<file path="config.mk">
export PLATFORM = sky130hd
export DESIGN_NAME = ta_bank_update
export DESIGN_NICKNAME = d
export VERILOG_FILES = /design/src/rtl/ta_bank_update.sv
export SDC_FILE = /design/constraint.sdc
export NUM_CORES = 1
export LEC_CHECK = 0
export BUFFER_PORTS_ARGS = -buffer_cell sky130_fd_sc_hd__buf_2
export CORE_UTILIZATION = 53
export DETAILED_ROUTE_END_ITERATION = 10
export PLACE_DENSITY = 0.83
export SYNTH_ARGS = -nofsm -noshare
export SYNTH_HDL_FRONTEND = slang
export SYNTH_SLANG_ARGS = --single-unit
</file>
<file path="constraint.sdc">
create_clock -name clk -period 3.55 [get_ports clk]
set_input_delay 0.355 -clock clk [delete_from_list [all_inputs] [get_ports clk]]
set_output_delay 0.355 -clock clk [all_outputs]
set_load 0.005 [all_outputs]
</file>
<file path="src/rtl/ta_bank_update.sv">
// Bank of Tsetlin automata with a serial, one-TA-per-cycle feedback update engine.
// Optional feature: define TA_STATE_READ_EN to add the rd_idx/rd_state readback port.
module ta_bank_update #(
  parameter int unsigned N_TA       = 4,
  parameter int unsigned STATE_BITS = 3,
  localparam int unsigned IDX_W     = (N_TA > 1) ? $clog2(N_TA) : 1
) (
  input  logic                  clk,
  input  logic                  reset,
  input  logic                  fb_valid,
  output logic                  fb_ready,
  input  logic [2*N_TA-1:0]     fb_vec,
  output logic                  busy,
  output logic                  done,
  output logic [N_TA-1:0]       action
`ifdef TA_STATE_READ_EN
  ,
  input  logic [IDX_W-1:0]      rd_idx,
  output logic [STATE_BITS-1:0] rd_state
`endif
);

  localparam int unsigned FB_W = 2 * N_TA;
  localparam logic [STATE_BITS-1:0] ST_MAX    = '1;
  localparam logic [STATE_BITS-1:0] ST_ZERO   = '0;
  localparam logic [STATE_BITS-1:0] ST_MID_M1 = ST_MAX >> 1;
  localparam logic [IDX_W-1:0]      IDX_LAST  = IDX_W'(N_TA - 1);

  typedef enum logic [1:0] {
    S_IDLE,
    S_UPDATE,
    S_DONE
  } fsm_t;

  fsm_t                  state_q, state_d;
  logic [IDX_W-1:0]      idx_q, idx_d;
  logic [FB_W-1:0]       cap_q, cap_d;
  logic                  upd_en;
  logic [STATE_BITS-1:0] ta_q [N_TA];
  logic [STATE_BITS-1:0] ta_d [N_TA];
  logic [STATE_BITS-1:0] cur_st;
  logic [STATE_BITS-1:0] new_st;
  logic [1:0]            cur_code;

  // State register
  always_ff @(posedge clk) begin
    if (reset) begin
      state_q <= S_IDLE;
    end else begin
      state_q <= state_d;
    end
  end

  // Next-state, sweep index and vector capture
  always_comb begin
    state_d = state_q;
    idx_d   = idx_q;
    cap_d   = cap_q;
    upd_en  = 1'b0;
    case (state_q)
      S_IDLE: begin
        if (fb_valid) begin
          cap_d   = fb_vec;
          idx_d   = '0;
          state_d = S_UPDATE;
        end
      end
      S_UPDATE: begin
        upd_en = 1'b1;
        if (idx_q == IDX_LAST) begin
          idx_d   = '0;
          state_d = S_DONE;
        end else begin
          idx_d = idx_q + IDX_W'(1);
        end
      end
      S_DONE: begin
        state_d = S_IDLE;
      end
      default: begin
        state_d = S_IDLE;
      end
    endcase
  end

  // Select the TA and feedback code addressed by the sweep index
  always_comb begin
    cur_st   = '0;
    cur_code = 2'b00;
    for (int i = 0; i < int'(N_TA); i++) begin
      if (idx_q == IDX_W'(i)) begin
        cur_st   = ta_q[i];
        cur_code = cap_q[2*i +: 2];
      end
    end
  end

  // Shared inc/dec: reward reinforces the current action, penalty pushes toward the other
  always_comb begin
    new_st = cur_st;
    case (cur_code)
      2'b01: begin
        if (cur_st[STATE_BITS-1]) begin
          if (cur_st != ST_MAX) new_st = cur_st + STATE_BITS'(1);
        end else begin
          if (cur_st != ST_ZERO) new_st = cur_st - STATE_BITS'(1);
        end
      end
      2'b10: begin
        new_st = cur_st[STATE_BITS-1] ? cur_st - STATE_BITS'(1) : cur_st + STATE_BITS'(1);
      end
      default: begin
        new_st = cur_st;
      end
    endcase
  end

  always_comb begin
    for (int i = 0; i < int'(N_TA); i++) begin
      ta_d[i] = (upd_en && (idx_q == IDX_W'(i))) ? new_st : ta_q[i];
    end
  end

  // Datapath registers and registered handshake/status outputs
  always_ff @(posedge clk) begin
    if (reset) begin
      idx_q    <= '0;
      cap_q    <= '0;
      fb_ready <= 1'b1;
      busy     <= 1'b0;
      done     <= 1'b0;
      for (int i = 0; i < int'(N_TA); i++) begin
        ta_q[i] <= ST_MID_M1;
      end
    end else begin
      idx_q    <= idx_d;
      cap_q    <= cap_d;
      fb_ready <= (state_d == S_IDLE);
      busy     <= (state_d != S_IDLE);
      done     <= (state_d == S_DONE);
      for (int i = 0; i < int'(N_TA); i++) begin
        ta_q[i] <= ta_d[i];
      end
    end
  end

  always_comb begin
    for (int i = 0; i < int'(N_TA); i++) begin
      action[i] = ta_q[i][STATE_BITS-1];
    end
  end

`ifdef TA_STATE_READ_EN
  logic [STATE_BITS-1:0] rd_sel;

  // Read from the post-edge value so a commit on the same edge is visible
  always_comb begin
    rd_sel = '0;
    for (int i = 0; i < int'(N_TA); i++) begin
      if (rd_idx == IDX_W'(i)) rd_sel = ta_d[i];
    end
  end

  always_ff @(posedge clk) begin
    if (reset) begin
      rd_state <= '0;
    end else begin
      rd_state <= rd_sel;
    end
  end
`endif

endmodule
</file>
==> run metrics <==
commonest non-fill, non-tap cell in the layout dfxtp_1; vias in the first global route 1084; Leak 0.6294 nW; core area 2545 um^2; Area growth, synth to finish 4.932%; clock slew at reported path FFs 0.16 ns; Critical Path Fanout Max 12; CP peak stage delay 0.41 ns; CP dominant cell by count a21oi_1; Sinks on Clock Net 27; crit-path leading delay family adder cells; RSZ-0062 raised after global routing no; CP startpoint kind flip-flop; global route total overflow 0; crit path cell chain inv_1 > ha_1 > nand3b_1 > a21oi_1 > a21oi_1 > nor2_1 > a21oi_1 > ha_1 > inv_1 > nand2_1 > a211oi_1 > nor3_2 > o21ai_0; Max IR drop VDD 312.2 uV; Iter 0 DRT Violations 38; CTS root buf clkbuf_4; DR vias 1211; Power Density 391.6 nW/um^2; crit path buf inv count 2; Final Critical Period 2.591 ns; cells resized by post-CTS repair 0; # DRC 0; final net count 191; final setup fails 0; final hold slack 0.2419 ns; Hold Crit Class in -> reg; hold violation total from the final report 0; worst skew pair latency 0.34 ns; starting density of the core 57.82%; row count 18; #FFs+latches synth 27; first-pass GRT wire length 4754 um; largest net degree at the start of global routing 31; status finished, final reports clean; synth warn 0; Mapped Cells 164; n_diodes 0; Synth cell types 39; Ports 18; CP endpoint kind flip-flop; register area share after synthesis 36.73%; slowest CP cell dfxtp_1; Layout Skew 0.009218 ns; max cap viols 0; relative slew slack 59.01%; Avg Cell Area, Syn 8.972 um^2; largest buffer count on any clock path 2; Worst Path Class, Setup reg -> reg; final period utilization 72.98%; TritonCTS clock tree done; critical path data required time 3.83 ns; clock buffer count from CTS 3; # Post-CTS Setup Buffers 0; Post-synth ARST share 0%; antenna violations before repair 0; chip width 54.69 um; total track usage 22.66%; htree depth 1; Synth Cell Area 1471 um^2; Slew Viols, Final 0; Detail Placement HPWL 2127 um; CTS Hold Buffers Added 0; post-route ant nets 0; ys flop type dfxtp_1; number of synthesized flops with an enable pin 0; Die Span Y 54.69 um; Avg WL per Cell 14.21 um; Net Count, Synth 181; die area 2991 um^2; layout cell share with drive strength beyond 1 20.81%; total length of routed wires 2885 um; Placer Congestion 0.8344; most frequent cells in the layout dfxtp_1 (27), nor2_1 (23), buf_2 (17); Arr. time, crit path 2.87 ns; Slew @ Worst Pin 0.6136 ns; Setup TNS Final 0 ns; IO Port Bufs 17; max frequency 386.0 MHz; First-pass DRT Iterations 4; vias per cell 5.966
==> state kept, by name (all words and copies together) (netlist names) <==
register	flops
busy	1
cap_q	8
done	1
fb_ready	1
idx_q	2
state_q	2
ta_q	12
==> logic make-up after synthesis <==
group	count (synthesis)	synth area share (%)
AO/OA/AOI/OAI	41	20.92
AND/OR/NAND/NOR	58	21.17
XOR/XNOR	1	0.5953
buffers and inverters	20	7.737
flip-flops	27	36.73
adder cells (fa/ha/maj)	6	5.102
multiplexers	11	7.738
==> power by group <==
| part | leakage (nW) | internal, W | switching (W) |
|---|---|---|---|
| clock | 0.0139 | 0.0000433 | 0.0000991 |
| combinational | 0.394 | 0.0000583 | 0.0000767 |
| sequential | 0.221 | 0.000318 | 0.00000944 |
| total | 0.629 | 0.000419 | 0.000185 |
==> through the flow <==
stage | worst slack [ns] | power, W | area, um^2 | instances | utilization, %
final | 0.9593 | 0.0006046 | 1544 | 203 | 60.67
after global routing | 0.6607 | 0.0006332 | 1544 | 203 | 60.67
after CTS | 0.9762 | 0.0006066 | 1544 | 203 | 60.67
after detailed placement | 1.011 | 0.0004673 | 1514 | 199 | 59.49
after global placement | 1.120 | 0.0004614 | 1514 | 199 | 59.49
after floorplan | 1.281 | 0.0004417 | 1471 | 164 | -
==> layout make-up <==
cell class | count | area [um^2]
Fill cell | 226 | 1001
Multi-Input combinational cell | 117 | 817.0
Sequential cell | 27 | 540.5
Timing Repair Buffer | 18 | 92.59
Tap cell | 30 | 37.54
Inverter | 7 | 26.28
Clock buffer | 3 | 22.52
Clock inverter | 1 | 7.507
==> worst register-to-register path, delay by kind of cell (launching register included) <==
family / cells / cell delay, ns
buffers and inverters: 2 / 0.21
adder cells (fa/ha/maj): 2 / 0.69
AO/OA/AOI/OAI: 5 / 0.68
AND/OR/NAND/NOR: 4 / 0.54
flip-flops: 1 / 0.41
==> Yosys cell counts, types with 2 or more instances <==
library cell,count,area [um^2]
buf_6,3,33.78
nor3_1,8,40.04
nor2_1,23,86.33
dfxtp_1,27,540.5
a311oi_1,4,35.03
nor3_2,2,20.02
and3b_2,2,20.02
nand2_1,9,33.78
inv_1,7,26.28
buf_4,4,30.03
a21oi_1,14,70.07
ha_1,6,75.07
clkbuf_1,4,15.01
o21ai_0,7,35.03
a211oi_1,2,15.01
nor2b_1,2,12.51
a32oi_1,4,35.03
nor3b_1,2,15.01
a21o_1,2,15.01
and2_1,3,18.77
mux2i_1,10,100.1
nand3b_1,2,15.01
==> layer usage <==
metal / up-vias / GRT usage, % / share of wire, %
met5: - / 0 / 0
met4: 0 / 5.128 / 0.97
met3: 6 / 5.000 / 5.1
met2: 37 / 42.17 / 51
met1: 565 / 25.76 / 43
li1: 603 / - / -
==> path summary, 6_finish.rpt <==
check	startpoint	endpoint	slack [ns]	depth (start not counted)
hold / removal	fb_vec[3]	cap_q[3]	0.24	3
setup / recovery	idx_q[1]	ta_q[1][0]	0.96	13
setup reg to reg	idx_q[1]	ta_q[1][0]	0.96	13
hold reg to reg	ta_q[1][0]	ta_q[1][0]	0.49	2
Note: power is estimated with default switching activity, not from simulation.
